===== src/rtl/mem_port_arbiter.sv =====
// Shares one unified instruction/data memory between the CPU datapath and the
// loader/debug port, inserting WAIT wait states per access and stalling the CPU.
module mem_port_arbiter #(
  parameter int AW   = 32,
  parameter int DW   = 32,
  parameter int WAIT = 2
) (
  input  logic          clk,
  input  logic          reset,
  input  logic          cpu_req,
  input  logic          cpu_we,
  input  logic [AW-1:0] cpu_addr,
  input  logic [DW-1:0] cpu_wdata,
  output logic [DW-1:0] cpu_rdata,
  output logic          cpu_ack,
  output logic          cpu_stall,
  input  logic          ld_req,
  input  logic          ld_we,
  input  logic [AW-1:0] ld_addr,
  input  logic [DW-1:0] ld_wdata,
  output logic [DW-1:0] ld_rdata,
  output logic          ld_ack,
  output logic          mem_en,
  output logic          mem_we,
  output logic [AW-1:0] mem_addr,
  output logic [DW-1:0] mem_wdata,
  input  logic [DW-1:0] mem_rdata,
  output logic          busy
);

  typedef enum logic [1:0] {IDLE, ACCESS, RESP} state_e;
  typedef enum logic {GNT_LD = 1'b0, GNT_CPU = 1'b1} grant_e;

  localparam logic [7:0] WAIT_CNT = 8'(WAIT);

  state_e        state_q, state_d;
  logic [7:0]    cnt_q, cnt_d;
  grant_e        last_grant_q, last_grant_d;
  grant_e        grant_q, grant_d;
  logic          we_q, we_d;
  logic [AW-1:0] addr_q, addr_d;
  logic [DW-1:0] wdata_q, wdata_d;
  logic [DW-1:0] rdata_q, rdata_d;

  // NOTE: every _d gets its hold value first so no path through the case leaves
  // a signal unassigned, which would otherwise infer a latch.
  always_comb begin
    state_d      = state_q;
    cnt_d        = cnt_q;
    last_grant_d = last_grant_q;
    grant_d      = grant_q;
    we_d         = we_q;
    addr_d       = addr_q;
    wdata_d      = wdata_q;
    rdata_d      = rdata_q;

    case (state_q)
      IDLE: begin
        if (cpu_req || ld_req) begin
          // On a tie the requester that was not served last time wins.
          if (cpu_req && (!ld_req || last_grant_q == GNT_LD)) grant_d = GNT_CPU;
          else                                                 grant_d = GNT_LD;
          last_grant_d = grant_d;
          we_d         = (grant_d == GNT_CPU) ? cpu_we    : ld_we;
          addr_d       = (grant_d == GNT_CPU) ? cpu_addr  : ld_addr;
          wdata_d      = (grant_d == GNT_CPU) ? cpu_wdata : ld_wdata;
          cnt_d        = WAIT_CNT;
          state_d      = ACCESS;
        end
      end
      ACCESS: begin
        if (cnt_q == 8'd0) begin
          rdata_d = mem_rdata;
          state_d = RESP;
        end else begin
          cnt_d = cnt_q - 8'd1;
        end
      end
      RESP:    state_d = IDLE;
      default: state_d = IDLE;
    endcase
  end

  // NOTE: state registers use non-blocking assignments so all flops sample the
  // pre-edge values of one another.
  always_ff @(posedge clk or posedge reset) begin
    if (reset) begin
      state_q      <= IDLE;
      cnt_q        <= 8'd0;
      last_grant_q <= GNT_LD;
      grant_q      <= GNT_LD;
      we_q         <= 1'b0;
      addr_q       <= '0;
      wdata_q      <= '0;
      rdata_q      <= '0;
    end else begin
      state_q      <= state_d;
      cnt_q        <= cnt_d;
      last_grant_q <= last_grant_d;
      grant_q      <= grant_d;
      we_q         <= we_d;
      addr_q       <= addr_d;
      wdata_q      <= wdata_d;
      rdata_q      <= rdata_d;
    end
  end

  assign mem_en    = (state_q == ACCESS);
  assign mem_we    = mem_en & we_q;
  assign mem_addr  = addr_q;
  assign mem_wdata = wdata_q;
  assign cpu_ack   = (state_q == RESP) && (grant_q == GNT_CPU);
  assign ld_ack    = (state_q == RESP) && (grant_q == GNT_LD);
  // Both read ports mirror the capture register; only the acked one is meaningful.
  assign cpu_rdata = rdata_q;
  assign ld_rdata  = rdata_q;
  assign cpu_stall = cpu_req & ~cpu_ack;
  assign busy      = (state_q != IDLE);

endmodule


===== config.mk =====
export PLATFORM = sky130hd
export DESIGN_NAME = mem_port_arbiter
export DESIGN_NICKNAME = d
export VERILOG_FILES = /design/src/rtl/mem_port_arbiter.sv
export SDC_FILE = /design/constraint.sdc
export NUM_CORES = 1
export LEC_CHECK = 0
export ABC_AREA = 1
export BUFFER_PORTS_ARGS = -buffer_cell sky130_fd_sc_hd__buf_4
export CAP_MARGIN = 30
export CORE_ASPECT_RATIO = 1.5
export CORE_MARGIN = 4
export CORE_UTILIZATION = 40
export CTS_CLUSTER_SIZE = 24
export DETAILED_ROUTE_END_ITERATION = 16
export PLACE_DENSITY = 0.79
export SYNTH_ARGS = -nofsm -noshare
export SYNTH_HDL_FRONTEND = slang
export SYNTH_SLANG_ARGS = --single-unit

===== constraint.sdc =====
create_clock -name clk -period 3.8 [get_ports clk]
set_input_delay 0.76 -clock clk [delete_from_list [all_inputs] [get_ports clk]]
set_output_delay 0.76 -clock clk [all_outputs]
set_load 0.02 [all_outputs]

==> out/metrics.yaml, run 1 <==
drt-initial-drc-count: 168
cp-end-kind: "output pin"
design.core.area_um2: 12500
yosysTopAreaCellShare_pct: 53.0
grt-ovfl-total: 0
avgViaCountPerCell: 4.87
clockBufferDepth: 2
fin_ws_ps: 1680
fin_util_pct: 59.8
hold-worst-slack_ps: 485
cts_resized: 0
post-place-ws_ps: 1660
cts_max_level: 3
setup_violations: 0
cp_num_cells: 4
crit_fanout: 8
path_buf_inv: 2
synthFlopType: "dfrtp_1"
slew_viol_final: 0
crit_chain: "nor2_4, inv_2, nor2_1, buf_4"
first_global_vias: 4894
worst_pin_slew_ps: 719
rsz0062_at_grt: "no"
yosysMostFrequentCell: "nand2_1"
numCtsBuffers: 9
antenna_found_initial: 0
n_antenna_cell: 0
seq_area_frac_synth_pct: 53.0
postSynthAreaPerCell_um2: 8.22
max_freq_mhz: 471
syn2layout_area_growth_pct: 46.9
drive_gt1_share_pct: 38.6
grt_max_degree: 70
crit_path_top_delay_cell: "dfrtp_1"
total_power_mw: 6.70
clkLatencyLatePin_ps: 340
holdPathStages: 2
vias: 5015
finalHoldViolations: 0
io_buffers: 299
slowest_delay_ps: 420
pin_count: 300
hold_class: "reg -> reg"
power.density_nw_per_um2: 896
dp_hpwl_mm: 12.0
async_reset_ff_share_pct: 100
nets: 1038
p_leak_nw: 3.93
synthTopCellsByArea: "dfrtp_1, nand2_1, o21ai_0, nor2_1, buf_4"
dr.pass1.iters: 4
drc: 0
drv_cap: 0
post_dp_cell_area_um2: 7170
cts_hold_buf: 0
finalNonFillerCells: 1029
crit_type: "reg -> out"
grt_usage_pct: 21.5
die_h_um: 146
synth-seq-cells: 108
cts.reportedPaths.clkPinSlew_ps: 60
die_area_um2: 14600
synth_cell_type_count: 23
met3_usage_pct: 5.02
timing.setup.tns_ps: 0
dpl.cell_count: 1015
wl_mm: 16.1
gr-usage-met2_pct: 37.1
arrival_ps: 1360
clock_sinks: 108
wl_per_cell_um: 15.7
cp-start-kind: "flop"
syn_nets: 788
reg2regPathDepth: 8
crit_required_ps: 3040
yosys.area.top_type: "dfrtp_1"
max-slew-margin-rel_pct: 52.1
period_share_pct: 55.8
fin_crit_ps: 2120
synth_top_cells_by_count: "nand2_1, dfrtp_1, o21ai_0, nor2_1, o21ai_1"
start_util_pct: 40.7
syn_area_um2: 5100
die_w_um: 100
grt.busiest_layer: "met2"
gp_congestion: 0.814
ir_worst_vdd_mv: 0.542
clock_tree.root_cell: "clkbuf_16"
fin_skew_ps: 12.1
grt_pass1_wl_mm: 25.2
yosys_warnings: 0
ant_nets: 0
post_cts_buffers: 0
syn_inst: 620
use_met1_pct: 25.7
status: "finished, final reports clean"
cts_tree: "done"
crit_family: "flip-flops"
synth-edff-count: 0
core.rowCount: 50
fin_area_um2: 7480
fillers: 1101
## cell type report
class / instances / area (µm²) / area share, %
Multi-Input combinational cell: 428 / 1880 / 25.2
Timing Repair Buffer: 305 / 2310 / 30.9
Inverter: 18 / 75.1 / 1.00
Sequential cell: 108 / 2700 / 36.1
Clock inverter: 4 / 75.1 / 1.00
Clock buffer: 10 / 239 / 3.19
Tap cell: 156 / 195 / 2.61
## worst reg2reg max path, cell delays in order (launching register included)
cell and delay (ps):
dfrtp_1 360, inv_1 180, ha_1 180, nand3_1 140, nor2_4 210, nand2_4 260, clkinv_4 320, nand2_1 140
nand2_1 80
## sequential cells by signal, summed over array words and instances (netlist names)
name / count
cnt_q: 8
cpu_rdata: 32
grant_q: 1
mem_addr: 32
mem_wdata: 32
state_q: 2
we_q: 1
## cells in the final DEF (no fill, tap or decap)
| master | n |
|---|---|
| nand2_2 | 3 |
| nand2_4 | 1 |
| clkinvlp_4 | 2 |
| nor2_2 | 2 |
| buf_4 | 303 |
| clkinv_4 | 1 |
| xor2_1 | 2 |
| nand4_1 | 3 |
| o22ai_1 | 1 |
| nand2_1 | 191 |
| dfrtp_1 | 108 |
| inv_2 | 5 |
| inv_4 | 1 |
| clkbuf_8 | 1 |
| bufinv_16 | 2 |
| xnor2_1 | 1 |
| buf_12 | 2 |
| o21ai_4 | 1 |
| inv_1 | 11 |
| nand3_1 | 4 |
| clkbuf_16 | 9 |
| nor2_4 | 4 |
| ha_1 | 2 |
| o21ai_0 | 90 |
| nor2_1 | 80 |
| o21ai_1 | 43 |
## per-layer routing
layer	vias to the layer above	part of all wire, %
met1	2330	37
met2	226	52
li1	2436	-
met3	23	8.4
met4	0	2.6
met5	-	0
## report_power, final
part           total [mW]  switching [mW]  internal (mW)
combinational        3.60            2.16           1.44
clock               0.988           0.400          0.588
sequential           2.12           0.391           1.73
total                6.70            2.95           3.76
## kinds of logic after synthesis
kind of cell	after synthesis	share of synthesized area, %
compound gates	135	13.5
xor+xnor	3	0.516
fa+ha+maj	2	0.491
buf+inv	84	10.1
flops	108	53.0
simple gates	288	22.4
## path summary, 6_finish.rpt
kind,startpoint,to,slack (ps)
worst max-delay path,state_q[1]$_DFFE_PP0P_,mem_we,1680
worst min-delay path,mem_addr[31]$_DFFE_PP0P_,mem_addr[31]$_DFFE_PP0P_,480
worst max register to register,cnt_q[0]$_DFFE_PP0P_,cpu_rdata[22]$_DFFE_PP0P_,1870
worst min register to register,mem_addr[31]$_DFFE_PP0P_,mem_addr[31]$_DFFE_PP0P_,480
max in group asynchronous,reset,cpu_rdata[2]$_DFFE_PP0P_,2500
min in group asynchronous,reset,cpu_rdata[16]$_DFFE_PP0P_,540
(Power assumes the default switching activity.)
==> run 2, diff against run 1 <==
Settings changed: PLACE_DENSITY 0.79 to 0.76.
Clock period 3.8 ns to 2.2 ns, I/O delays scaled along.
==> run 2 against run 1 <==
  * Hold slack worse by 360 ps
  * Sequential share of layout area down 0.31 points
  * Sequential cell count is the same
  * Setup slack got worse by 1300 ps
  * Clock skew is 0.91 ps lower
  * First-iteration DRC count grew 8.9%
  * Critical path type unchanged
  * Largest cell class unchanged
  * Highest routed layer unchanged
==> out/metrics.yaml, run 2 (synthesis gave the netlist of run 1 again) <==
design.core.area_um2: 12500  # unchanged
fin_area_um2: 7550  # was 7480 µm²
slew_viol_final: 0  # unchanged
die_w_um: 100  # unchanged
cts_resized: 0  # unchanged
cts_hold_buf: 0  # unchanged
first_global_vias: 4751  # was 4894
crit_fanout: 8  # unchanged
nets: 1041  # was 1038
antenna_found_initial: 0  # unchanged
avgViaCountPerCell: 4.83  # was 4.87
vias: 4995  # was 5015
max_freq_mhz: 549
layout_common_cells: "buf_4, nand2_1, dfrtp_1"  # unchanged
grt_usage_pct: 21.2  # was 21.5%
gp_congestion: 0.818  # was 0.814
start_util_pct: 40.7  # unchanged
io_buffers: 299  # unchanged
hold_class: "in -> async"  # was reg -> reg
total_power_mw: 11.7  # was 6.70 mW
wl_mm: 16.1  # about the same
ir_worst_vdd_mv: 0.703  # was 0.542 mV
timing.setup.tns_ps: 0  # unchanged
clock_tree.root_cell: "clkbuf_16"  # unchanged
grt_pass1_wl_mm: 24.7  # was 25.2 mm
grt_max_degree: 66  # was 70
die_area_um2: 14600  # unchanged
status: "finished, final reports clean"  # unchanged
clock_sinks: 108  # unchanged
finalHoldViolations: 0  # unchanged
wl_per_cell_um: 15.5  # was 15.7 µm
fin_skew_ps: 11.2  # was 12.1 ps
grt-ovfl-total: 0  # unchanged
cp-start-kind: "flop"  # unchanged
dr.pass1.iters: 4  # unchanged
fin_util_pct: 60.3  # was 59.8%
clkLatencyLatePin_ps: 340  # about the same
die_h_um: 146  # unchanged
crit_required_ps: 1760  # was 3040 ps
power.density_nw_per_um2: 1550  # was 896 nW/µm²
n_antenna_cell: 0  # unchanged
clockBufferDepth: 2  # unchanged
drt-initial-drc-count: 183  # was 168
cp-end-kind: "output pin"  # unchanged
cts_tree: "done"  # unchanged
drc: 0  # unchanged
cts_max_level: 3  # unchanged
crit_type: "reg -> out"  # unchanged
period_share_pct: 82.8
drv_cap: 0  # unchanged
core.rowCount: 50  # unchanged
arrival_ps: 1380  # was 1360 ps
syn2layout_area_growth_pct: 48.1  # was 46.9%
post_cts_buffers: 0  # unchanged
p_leak_nw: 3.96  # was 3.93 nW
pin_count: 300  # unchanged
cts.reportedPaths.clkPinSlew_ps: 70  # was 60 ps
setup_violations: 0  # unchanged
ant_nets: 0  # unchanged
drive_gt1_share_pct: 38.7  # was 38.6%
dp_hpwl_mm: 11.8  # was 12.0 mm
fin_crit_ps: 1820
worst_pin_slew_ps: 731  # was 719 ps
final_common_cell: "buf_4"  # unchanged
numCtsBuffers: 9  # unchanged
rsz0062_at_grt: "no"  # unchanged
max-slew-margin-rel_pct: 51.3  # was 52.1%
post_dp_cell_area_um2: 7220  # was 7170 µm²
fillers: 1148  # was 1101
run 2: cell types whose count changed in the layout (fill, tap and decap cells not counted):
cell        previous run  this run
buf_12                 2         4
buf_4                303       304
clkbuf_1               0         2
clkbuf_8               1         2
clkinv_4               1         2
clkinvlp_4             2         1
inv_4                  1         0
run 2: stage by stage:
stage / setup WS (ps) / hold WS [ps] / std cells
finish: 378 / 128 / 1034
global route: 193 / 160 / 1034
CTS: 356 / 135 / 1034
detailed placement: 437 / 474 / 1018
global placement: 482 / 467 / 1018
floorplan: 458 / 493 / 620
run 2: per-layer routing:
metal  up-vias  GRT usage (%)  wire length (µm)
met4         0           8.23               415
li1       2450              -                 -
met5         -              0                 0
met2       247           35.3              8020
met3        26           4.64              1360
met1      2272           26.6              6260
run 2: final cells by class:
cell class                 count  area (µm²)  share of cell area, %
clock buffer                  13         260                   3.45
clock inverter                 3        68.8                  0.912
inverter                      18        76.3                   1.01
multi-input combinational    428        1880                   24.9
sequential                   108        2700                   35.8
tap                          156         195                   2.59
timing repair buffer         308        2360                   31.3
run 2: where the power goes:
part / switching (mW) / internal (mW) / leakage, nW
Sequential: 0.682 / 2.98 / 1.32
Combinational: 3.74 / 2.52 / 2.49
Clock: 0.715 / 1.06 / 0.160
run 2: final timing paths:
| kind | startpoint | to | slack, ps | cells past startpoint |
|---|---|---|---|---|
| min in group clk | mem_rdata[6] | cpu_rdata[6]$_DFFE_PP0P_ | 290 | 3 |
| max in group asynchronous | reset | mem_addr[31]$_DFFE_PP0P_ | 1430 | 3 |
| worst max register to register | cnt_q[0]$_DFFE_PP0P_ | cpu_rdata[19]$_DFFE_PP0P_ | 420 | 8 |
| worst min register to register | mem_addr[29]$_DFFE_PP0P_ | mem_addr[29]$_DFFE_PP0P_ | 480 | 2 |
| worst max-delay path | state_q[1]$_DFFE_PP0P_ | mem_we | 380 | 4 |
| worst min-delay path | reset | cnt_q[1]$_DFFE_PP0P_ | 130 | 2 |
run 2: critical path: stages (launching register included):
cell and delay, ps:
dfrtp_1 430, nor2_4 220, inv_2 130, nor2_1 110, buf_4 150
